<file path="src/rtl/vector_pkg.sv">
// Shared types and width helpers for the vector packer: FSM state encoding
// and the slot-index / word-count widths derived from NUM_INPUTS.
package vector_pkg;

    typedef enum logic {
        FILL = 1'b0,
        FULL = 1'b1
    } state_t;

    // IDX_W: slot index width, at least one bit even for a single-slot vector.
    function automatic int idx_width(input int num_inputs);
        return (num_inputs > 1) ? $clog2(num_inputs) : 1;
    endfunction

    // CNT_W: width able to hold counts 0..NUM_INPUTS.
    function automatic int cnt_width(input int num_inputs);
        return $clog2(num_inputs + 1);
    endfunction

endpackage

</file>
<file path="src/rtl/vector_packer_wrap_counter.sv">
// Slot index 0..MAX-1 that wraps on increment, with clear and load.
module wrap_counter
#(
    parameter int MAX = 2,
    parameter int W   = 1
)
(
    input  logic         clk,
    input  logic         rst,
    input  logic         clear,
    input  logic         inc,
    input  logic         load,
    input  logic [W-1:0] load_value,
    output logic [W-1:0] value
);

    always_ff @(posedge clk) begin
        if (rst || clear) begin
            value <= '0;
        end else if (load) begin
            value <= load_value;
        end else if (inc) begin
            value <= (value == W'(MAX - 1)) ? '0 : value + W'(1);
        end
    end

endmodule

</file>
<file path="src/rtl/vector_packer.sv">
// Collects WIDTH-bit words into a NUM_INPUTS*WIDTH vector (first word in the
// top slot) and offers it downstream; flush closes a partial vector, zero padded.
module vector_packer
    import vector_pkg::*;
#(
    parameter int WIDTH      = 32,
    parameter int NUM_INPUTS = 2
)
(
    input  logic                              clk,
    input  logic                              rst,
    input  logic [WIDTH-1:0]                  in_data,
    input  logic                              in_valid,
    output logic                              in_ready,
    input  logic                              flush,
    output logic [NUM_INPUTS*WIDTH-1:0]       out_data,
    output logic [cnt_width(NUM_INPUTS)-1:0]  out_count,
    output logic                              out_valid,
    input  logic                              out_ready
);

    localparam int IDX_W = idx_width(NUM_INPUTS);
    localparam int CNT_W = cnt_width(NUM_INPUTS);
    localparam int VEC_W = NUM_INPUTS * WIDTH;
    localparam logic [IDX_W-1:0] LAST_IDX = IDX_W'(NUM_INPUTS - 1);

    // Handshake: a transfer happens on a rising edge where valid and ready
    // are both high. in_ready depends only on state and out_ready, so a held
    // vector can drain and a new word enter in the same cycle.

    state_t             state;
    state_t             state_n;
    logic [VEC_W-1:0]   data_n;
    logic [CNT_W-1:0]   count_n;
    logic [IDX_W-1:0]   idx;
    logic [IDX_W-1:0]   idx_load_value;
    logic               idx_clear;
    logic               idx_inc;
    logic               idx_load;
    logic               word_acc;
    logic               out_acc;

    assign out_valid = (state == FULL);
    assign in_ready  = (state == FILL) | out_ready;
    assign word_acc  = in_valid & in_ready;
    assign out_acc   = out_valid & out_ready;

    wrap_counter #(
        .MAX (NUM_INPUTS),
        .W   (IDX_W)
    ) u_idx (
        .clk        (clk),
        .rst        (rst),
        .clear      (idx_clear),
        .inc        (idx_inc),
        .load       (idx_load),
        .load_value (idx_load_value),
        .value      (idx)
    );

    always_ff @(posedge clk) begin
        if (rst) begin
            state     <= FILL;
            out_data  <= '0;
            out_count <= '0;
        end else begin
            state     <= state_n;
            out_data  <= data_n;
            out_count <= count_n;
        end
    end

    always_comb begin
        state_n        = state;
        data_n         = out_data;
        count_n        = out_count;
        idx_clear      = 1'b0;
        idx_inc        = 1'b0;
        idx_load       = 1'b0;
        idx_load_value = '0;

        if (state == FILL) begin
            if (word_acc) begin
                for (int k = 0; k < NUM_INPUTS; k++) begin
                    if (k == int'(idx)) begin
                        data_n[(NUM_INPUTS - k) * WIDTH - 1 -: WIDTH] = in_data;
                    end
                end
                if (idx == LAST_IDX) begin
                    state_n   = FULL;
                    count_n   = CNT_W'(NUM_INPUTS);
                    idx_clear = 1'b1;
                end else if (flush) begin
                    // Word stored first, then everything below it padded.
                    for (int k = 0; k < NUM_INPUTS; k++) begin
                        if (k > int'(idx)) begin
                            data_n[(NUM_INPUTS - k) * WIDTH - 1 -: WIDTH] = '0;
                        end
                    end
                    state_n   = FULL;
                    count_n   = CNT_W'(idx) + CNT_W'(1);
                    idx_clear = 1'b1;
                end else begin
                    idx_inc = 1'b1;
                end
            end else if (flush && (idx != '0)) begin
                for (int k = 0; k < NUM_INPUTS; k++) begin
                    if (k >= int'(idx)) begin
                        data_n[(NUM_INPUTS - k) * WIDTH - 1 -: WIDTH] = '0;
                    end
                end
                state_n   = FULL;
                count_n   = CNT_W'(idx);
                idx_clear = 1'b1;
            end
        end else begin
            if (out_acc) begin
                data_n  = '0;
                count_n = '0;
                if (word_acc) begin
                    data_n[VEC_W-1 -: WIDTH] = in_data;
                    if (NUM_INPUTS == 1) begin
                        // A single word already completes the next vector.
                        count_n = CNT_W'(1);
                    end else begin
                        state_n        = FILL;
                        idx_load       = 1'b1;
                        idx_load_value = IDX_W'(1);
                    end
                end else begin
                    state_n   = FILL;
                    idx_clear = 1'b1;
                end
            end
        end
    end

endmodule
</file>
<file path="config.mk">
export PLATFORM = sky130hd
export DESIGN_NAME = vector_packer
export DESIGN_NICKNAME = d
export VERILOG_FILES = /design/src/rtl/vector_pkg.sv /design/src/rtl/vector_packer_wrap_counter.sv /design/src/rtl/vector_packer.sv
export SDC_FILE = /design/constraint.sdc
export NUM_CORES = 1
export LEC_CHECK = 0
export CORE_MARGIN = 5
export CORE_UTILIZATION = 46
export DETAILED_ROUTE_END_ITERATION = 16
export GPL_TIMING_DRIVEN = 0
export PLACE_DENSITY = 0.94
export SYNTH_ARGS = -nofsm -noshare
export SYNTH_HDL_FRONTEND = slang
export SYNTH_SLANG_ARGS = --single-unit
export TNS_END_PERCENT = 50
</file>
<file path="constraint.sdc">
create_clock -name clk -period 3.45 [get_ports clk]
set_clock_uncertainty 0.2 [all_clocks]
set_input_delay 0.69 -clock clk [delete_from_list [all_inputs] [get_ports clk]]
set_output_delay 0.69 -clock clk [all_outputs]
set_load 0.05 [all_outputs]
</file>
==> metrics.csv, run 1 <==
metric,value,unit
io_pins,105,
antenna_left,0,
crit_type,input port to output pin,
vias_per_cell,5.26,
cts_sinks,68,
antenna_found_initial,0,
p_leak,1.57,nW
ys_warn_count,0,
synth_nets,290,
dp_cells,425,
cap_violations,0,
drt_iter0_drc,90,
cts_tree,done,
layout-drive-gt1-share,0.100,
hold_path_class,register to register,
wl,7.52,mm
synthFlopType,dfxtp_1,
vias,2319,
setup_viol,0,
cts_buffers,9,
num_antenna_cells,0,
core_area,5540,sq um
grtUsageTotal,0.212,
grt_first_pass_wirelength,12.3,mm
cp-start-kind,input port,
max_freq,300,MHz
finalInstanceArea,3960,sq um
clkTransAtPathRegs,70,ps
place_ws,-171,ps
die_area,7360,sq um
synthArstFlopShare,0,
wl_per_cell,17.0,microns
ys_seq_elements,68,
cp_data_arrival_time,2450,ps
dpl.hpwl,5.45,mm
clockRootBuffer,clkbuf_8,
final_cells,441,
synthCells,251,
remaining_drc_errors,0,
final_nets,403,
start_util,0.477,
synth_edf_count,0,
power.total,1.88,mW
ys_seq_area_frac,0.515,
hold_slack,261,ps
synthToLayoutAreaGrowth,49.7,%
r2r_setup_slack,1100,ps
hold_violations,0,
gp_congestion,0.804,
period_share,0.967,
setup_slack,113,ps
clock_path_buffers,2,
die_h,85.8,microns
rsz0062_at_grt,false,
period_minus_slack,3340,ps
hold_buffers,0,
clk_latency,340,ps
maxSlewViolCount,0,
placed_area,3750,sq um
synthDistinctLibCells,29,
relSlewSlack,0.636,
syn_area,2640,sq um
grt_pass1_vias,2383,
row_count,27,
synth_area_per_cell,10.5,sq um
required,2560,ps
overflow,0,
htreeDepth,3,
cp_max_fo,10,
outcome,completed,
vdd_drop_max,0.270,mV
port-buffer-count,102,
grt_max_degree,13,
cp-end-kind,output pin,
dieWidth,85.8,microns
cellPowerDensity,476,nW/um^2
worst_pin_slew,545,ps
n_fill_cell,414,
dr.pass1.iters,4,
-- worst max-delay path, cell delays in order --
cell	delay (ps)
clkdlybuf4s50_1	490
nand2b_1	100
buf_2	200
clkbuf_1	390
clkdlybuf4s15_1	570
-- layer usage --
layer / wire, microns / part of all wire / track usage
met2: 3720 / 0.49 / 0.359
met5: 0 / 0 / 0
met4: 79 / 0.011 / 0.0547
met1: 3150 / 0.42 / 0.251
met3: 566 / 0.075 / 0.0826
-- final timing paths --
check / from / end / cells past startpoint
worst max-delay path: out_ready / in_ready / 5
worst min-delay path: out_data[58] / out_data[58] / 2
worst max register to register: out_valid / out_count[0] / 9
worst min register to register: out_data[58] / out_data[58] / 2
-- flip-flops by register name, indices dropped and copies added, names as in the netlist --
signal	flops
out_data	64
out_count	2
out_valid	1
u_idx.value	1
-- where the power goes --
group,internal (mW),switching [mW]
sequential,0.817,0.0186
combinational,0.155,0.233
clock,0.352,0.305
-- layout make-up --
class                      instances  area (sq um)  share of cell area
clock inverter                     6          63.8              0.0161
sequential                        68          1360               0.344
clock buffer                      10           138              0.0348
multi-input combinational        157          1110               0.281
tap                               72          90.1              0.0228
inverter                           2          7.51             0.00190
buffer                            24           161              0.0408
timing repair buffer             102          1020               0.258
-- cells in the mapped netlist (all sizes together), types with 2 or more instances --
master / instances / area, sq um
nor2: 2 / 7.51
a22o: 32 / 280
o31ai: 2 / 15.0
a21oi: 3 / 15.0
o21ai: 2 / 10.0
nand3: 34 / 170
nand2b: 2 / 12.5
nand2: 35 / 134
clkbuf: 7 / 26.3
dfxtp: 68 / 1360
mux2i: 34 / 340
buf: 17 / 135
ha: 2 / 25.0
inv: 2 / 7.50
-- kinds of logic after synthesis --
group,synth area share
AOI/OAI and AO/OA,0.140
adders and majority gates,0.00947
buffers and inverters,0.0639
DFF,0.515
muxes,0.129
and+or+nand+nor,0.143
-- through the flow --
stage                util  TNS, ps
global route        0.714        0
floorplan               -        0
detailed placement  0.678     -171
global placement    0.678     -207
finish              0.714        0
CTS                 0.714        0
-- cell usage in the layout (no fill, tap or decap), drive strengths merged --
| cell | netlist | routed |
|---|---|---|
| a21boi | 1 | 1 |
| a21oi | 3 | 3 |
| a22o | 32 | 32 |
| a32o | 1 | 1 |
| and2 | 1 | 1 |
| and2b | 1 | 1 |
| buf | 17 | 17 |
| bufinv | 0 | 1 |
| clkbuf | 7 | 17 |
| clkdlybuf4s15 | 0 | 1 |
| clkdlybuf4s50 | 0 | 101 |
| clkinv | 0 | 3 |
| clkinvlp | 0 | 2 |
| dfxtp | 68 | 68 |
| ha | 2 | 2 |
| inv | 2 | 2 |
| mux2i | 34 | 34 |
| nand2 | 35 | 35 |
| nand2b | 2 | 2 |
| nand3 | 34 | 34 |
| nand3b | 1 | 1 |
| nor2 | 2 | 2 |
| nor2b | 1 | 1 |
| nor3b | 1 | 1 |
| o21ai | 2 | 2 |
| o311a | 1 | 1 |
| o31ai | 2 | 2 |
| or2 | 1 | 1 |
-- what timing repair did --
| item | CTS | global route |
|---|---|---|
| setup endpoints to repair | 1 | 1 |
| buffers inserted | 0 | 0 |
| resized for setup | 1 | 1 |
No activity file was read; power rests on OpenSTA's default activity.
==> run 2, diff against run 1 <==
--- a/config.mk
+++ b/config.mk
@@ -5,7 +5,7 @@
 export SDC_FILE = /design/constraint.sdc
 export NUM_CORES = 1
 export LEC_CHECK = 0
-export CORE_MARGIN = 5
+export CORE_MARGIN = 2
 export CORE_UTILIZATION = 46
 export DETAILED_ROUTE_END_ITERATION = 16
 export GPL_TIMING_DRIVEN = 0
==> metrics.csv, run 2 (same netlist as run 1, synthesis figures left out) <==
metric,value,unit,change
final_cells,440,,-0.23%
dpl.hpwl,5.08,mm,-6.8%
n_fill_cell,432,,+4.3%
wl_per_cell,16.2,microns,-4.7%
outcome,completed,,
core_area,5540,sq um,unchanged
power.internal,1.31,mW,-1.2%
remaining_drc_errors,0,,unchanged
clockRootBuffer,clkbuf_8,,
wl,7.15,mm,-4.9%
most-common-layout-cells,"clkdlybuf4s50_1 (101), dfxtp_1 (68), nand3_1 (34), nand2_1 (34), mux2i_1 (34)",,
io_pins,105,,unchanged
period_minus_slack,3390,ps,+54.3 ps
clock_path_buffers,2,,unchanged
port-buffer-count,102,,unchanged
cellPowerDensity,467,nW/um^2,-1.9%
path_cells,"clkdlybuf4s50_1, nand2b_1, buf_2, clkbuf_1, clkdlybuf4s15_1",,
hold_buffers,0,,unchanged
cp-start-kind,input port,,
seqCellArea,1360,sq um,unchanged
layout-drive-gt1-share,0.0951,,-0.00516
vias_per_cell,5.30,,+0.88%
clockPowerShare,0.335,,-0.014
die_area,6370,sq um,-13%
overflow,0,,unchanged
critPathMaxStageDelay,580,ps,about the same
grt_first_pass_wirelength,11.4,mm,-6.7%
vias,2334,,+0.65%
final_common_cell,clkdlybuf4s50_1,,
finalInstanceArea,3940,sq um,-0.35%
synthToLayoutAreaGrowth,49.1,%,
die_h,79.8,microns,-7.0%
cp_max_fo,10,,unchanged
maxSlewViolCount,0,,unchanged
antenna_left,0,,unchanged
cp.buffers_inverters,4,,unchanged
crit_family,buffers and inverters,,
setup_tns,0,ps,unchanged
seqPwrFrac,0.455,,+0.011
cts_buffers,9,,unchanged
hold_violations,0,,unchanged
cts_sinks,68,,unchanged
final_nets,403,,unchanged
p_leak,1.57,nW,about the same
num_antenna_cells,0,,unchanged
dr.pass1.iters,4,,unchanged
cap_violations,0,,unchanged
cp_slowest_cell,clkdlybuf4s15_1,,
hold_path_class,register to register,,
max_freq,295,MHz,-1.6%
dp_cells,425,,unchanged
cts_tree,done,,
worst_pin_slew,535,ps,-10.2 ps
dieWidth,79.8,microns,-7.0%
p_comb_frac,0.211,,+0.004
rsz0062_at_grt,false,,
setup_viol,0,,unchanged
swShare,0.289,,-0.00710
multi_input_area,1110,sq um,unchanged
gp_congestion,0.756,,-5.9%
crit_type,input port to output pin,,
p_sw,0.532,mW,-4.6%
grt_pass1_vias,2378,,-0.21%
grtUsageTotal,0.232,,+0.0201
vdd_drop_max,0.251,mV,-7.0%
start_util,0.477,,unchanged
relSlewSlack,0.643,,+0.00680
cp_data_arrival_time,2500,ps,+50 ps
period_share,0.983,,+0.0157
drt_iter0_drc,86,,-4.4%
largest_register,out_data,,
required,2560,ps,about the same
placed_area,3750,sq um,unchanged
clk_latency,340,ps,about the same
cp-end-kind,output pin,,
largest_reg_flops,64,,unchanged
largestRegisters,"out_data (64), out_count (2)",,
row_count,27,,unchanged
clkTransAtPathRegs,70,ps,about the same
htreeDepth,3,,unchanged
antenna_found_initial,0,,unchanged
grt_max_degree,11,,-2
cts_setup_buffers,0,,unchanged
-- run 2: changes by cell type in the layout (fill, tap and decap cells not counted), sizes merged --
cell      change
clkbuf        +4
bufinv        -1
clkinv        -2
clkinvlp      -2
-- run 2: through the flow --
step                power, mW  hold WS [ps]   util  setup WS (ps)
global route             1.90           279  0.711           3.31
detailed placement       1.24           254  0.678           -212
floorplan                1.10           336      -            692
finish                   1.84           261  0.711           59.0
CTS                      1.85           263  0.711           72.1
global placement         1.23           244  0.678           -181
-- run 2: tightest hold or removal path, cell delays in order (launching register included) --
cell and delay (ps):
dfxtp_1 310, nand2_1 50, mux2i_1 50
-- run 2: final timing paths --
check,startpoint,end,slack [ps],cells after the start
worst min-delay path,out_data[57],out_data[57],260,2
worst max-delay path,out_ready,in_ready,60,5
worst min register to register,out_data[57],out_data[57],260,2
worst max register to register,out_valid,out_count[0],1090,8
-- run 2: layout make-up --
type / count / share of cell area
multi-input combinational: 157 / 0.282
clock inverter: 1 / 0.00127
inverter: 2 / 0.00190
tap: 72 / 0.0229
buffer: 24 / 0.0410
clock buffer: 14 / 0.0463
sequential: 68 / 0.345
timing repair buffer: 102 / 0.259
-- run 2: power by group through the flow --
stage / registers [mW] / clock network, mW / logic, mW
after floorplan: 0.959 / 0 / 0.139
after global placement: 0.852 / 0 / 0.380
after detailed placement: 0.853 / 0 / 0.388
after CTS: 0.836 / 0.624 / 0.389
after global routing: 0.839 / 0.654 / 0.410
final: 0.836 / 0.615 / 0.388
-- run 2: timing repair --
| item | CTS | global route |
|---|---|---|
| gates cloned | 0 | 0 |
| resized for setup | 1 | 1 |
| endpoints found under the setup margin | 1 | 1 |
-- run 2: routing by layer --
layer	GRT usage	vias up	wire (microns)
met3	0.0600	11	567
met5	0	-	0
met1	0.268	1104	2910
li1	-	1122	-
met4	0.115	0	56
met2	0.396	97	3610
==> run 3, diff against run 2 <==
--- a/config.mk
+++ b/config.mk
@@ -5,11 +5,14 @@
 export SDC_FILE = /design/constraint.sdc
 export NUM_CORES = 1
 export LEC_CHECK = 0
+export CELL_PAD_IN_SITES_DETAIL_PLACEMENT = 0
+export CELL_PAD_IN_SITES_GLOBAL_PLACEMENT = 2
 export CORE_MARGIN = 2
-export CORE_UTILIZATION = 46
+export CORE_UTILIZATION = 27
 export DETAILED_ROUTE_END_ITERATION = 16
 export GPL_TIMING_DRIVEN = 0
-export PLACE_DENSITY = 0.94
+export PLACE_DENSITY = 0.93
+export SLEW_MARGIN = 20
 export SYNTH_ARGS = -nofsm -noshare
 export SYNTH_HDL_FRONTEND = slang
 export SYNTH_SLANG_ARGS = --single-unit
==> metrics.csv, run 3 (same netlist as run 1, synthesis figures left out) <==
metric,value,unit,change
synthToLayoutAreaGrowth,52.3,%,
cts_tree,done,,
crit-reg2reg-launch,out_valid,,
seqCellArea,1360,sq um,unchanged
vias,2247,,-3.7%
grt_pass1_vias,2313,,-2.7%
most-common-layout-cells,"clkdlybuf4s50_1 (101), dfxtp_1 (68), nand3_1 (34), nand2_1 (34), mux2i_1 (34)",,
period_share,0.924,,-0.0592
antenna_left,0,,unchanged
start_util,0.274,,-0.203
met3_usage,0.0475,,-0.0125
final_nets,403,,unchanged
placed_area,3830,sq um,+2.0%
startpoint,out_ready,,
worst_pin_slew,543,ps,+8.71 ps
largest_reg_flops,64,,unchanged
layout-drive-gt1-share,0.103,,+0.00787
drt_iter0_drc,85,,-1.2%
final_common_cell,clkdlybuf4s50_1,,
required,2560,ps,about the same
met1_usage,0.187,,-0.0807
r2r_setup_slack,1070,ps,-20 ps
clkTransAtPathRegs,80,ps,about the same
endpoint,in_ready,,
dpl.hpwl,5.26,mm,+3.6%
io_pins,105,,unchanged
period_minus_slack,3190,ps,-204 ps
vdd_drop_max,0.192,mV,-23%
overflow,0,,unchanged
core_area,9640,sq um,+74%
cts_sinks,68,,unchanged
grt_first_pass_wirelength,11.8,mm,+2.6%
n_fill_cell,994,,+130%
top_usage_layer,met2,,
cp-end-kind,output pin,,
antenna_found_initial,0,,unchanged
cp_max_fo,10,,unchanged
cts_setup_buffers,0,,unchanged
grtUsageTotal,0.145,,-0.0866
wl_per_cell,14.6,microns,-9.8%
die_h,103,microns,+29%
hold_path_class,register to register,,
clock_path_buffers,2,,unchanged
largestRegisters,"out_data (64), out_count (2)",,
cp_data_arrival_time,2300,ps,-200 ps
cp-start-kind,input port,,
dr.pass1.iters,4,,unchanged
finalInstanceArea,4020,sq um,+2.1%
multi_input_area,1110,sq um,unchanged
die_area,10600,sq um,+66%
r2r-end,out_count[1],,
clk_latency,340,ps,about the same
cellPowerDensity,469,nW/um^2,+0.51%
hold_buffers,0,,unchanged
relSlewSlack,0.637,,-0.00583
dieWidth,103,microns,+29%
final_cells,502,,+14%
clockRootBuffer,clkbuf_8,,
cts_buffers,9,,unchanged
dp_cells,486,,+14%
max_freq,314,MHz,+6.4%
port-buffer-count,102,,unchanged
hold_violations,0,,unchanged
vias_per_cell,4.48,,-16%
wl,7.35,mm,+2.9%
row_count,36,,+33%
crit_type,input port to output pin,,
power.total,1.89,mW,+2.6%
outcome,completed,,
rsz0062_at_grt,false,,
cap_violations,0,,unchanged
reg2reg_depth,9,,+1
htreeDepth,3,,unchanged
ctsResizeCount,1,,unchanged
setup_viol,0,,unchanged
post-route-util,0.417,,-0.294
num_antenna_cells,0,,unchanged
gp_congestion,0.727,,-3.8%
grtUsageMet2,0.229,,-0.167
grt_max_degree,14,,+3
place_ws,-264,ps,-51.6 ps
maxSlewViolCount,0,,unchanged
largest_register,out_data,,
p_leak,1.58,nW,+0.27%
remaining_drc_errors,0,,unchanged
setup_slack,263,ps,+204 ps
-- run 3: changes by cell type in the layout (fill, tap and decap cells not counted), sizes merged --
| cell | delta |
|---|---|
| bufinv | +1 |
| clkbuf | -4 |
| clkdlybuf4s15 | -1 |
| clkinv | +4 |
| inv | +1 |
-- run 3: critical path, cell delays in order --
cell and delay, ps:
clkdlybuf4s50_1 490, nand2b_1 100, buf_2 220, clkbuf_1 420, clkbuf_2 370
-- run 3: worst min-delay path by stage --
stage	endpoint	depth (start not counted)	startpoint	slack, ps
after CTS	out_data[46]	2	out_data[46]	260
after global routing	out_data[37]	2	out_data[37]	280
after detailed placement	out_data[37]	2	out_data[37]	250
after global placement	out_data[34]	2	out_data[34]	250
final	out_data[33]	2	out_data[33]	260
after floorplan	out_valid	2	u_idx.value	340
-- run 3: final cells by class --
cell class                 instances  area share
buffer                            24      0.0401
clock buffer                       9      0.0308
clock inverter                     7      0.0187
inverter                           2     0.00187
multi-input combinational        157       0.276
sequential                        68       0.338
tap                              133      0.0414
timing repair buffer             102       0.252
-- run 3: power by group --
part | internal (mW) | switching (mW)
registers | 0.817 | 0.0178
clock network | 0.337 | 0.328
logic | 0.155 | 0.233
total | 1.31 | 0.578
-- run 3: through the flow --
step	setup TNS, ps	hold slack (ps)
finish	0	259
global route	0	284
floorplan	0	336
global placement	-257	245
CTS	0	264
detailed placement	-264	250
-- run 3: layer usage --
layer / share of wire / vias to the layer above
li1: - / 1119
met1: 0.46 / 1045
met2: 0.46 / 73
met3: 0.062 / 10
met4: 0.013 / 0
met5: 0 / -
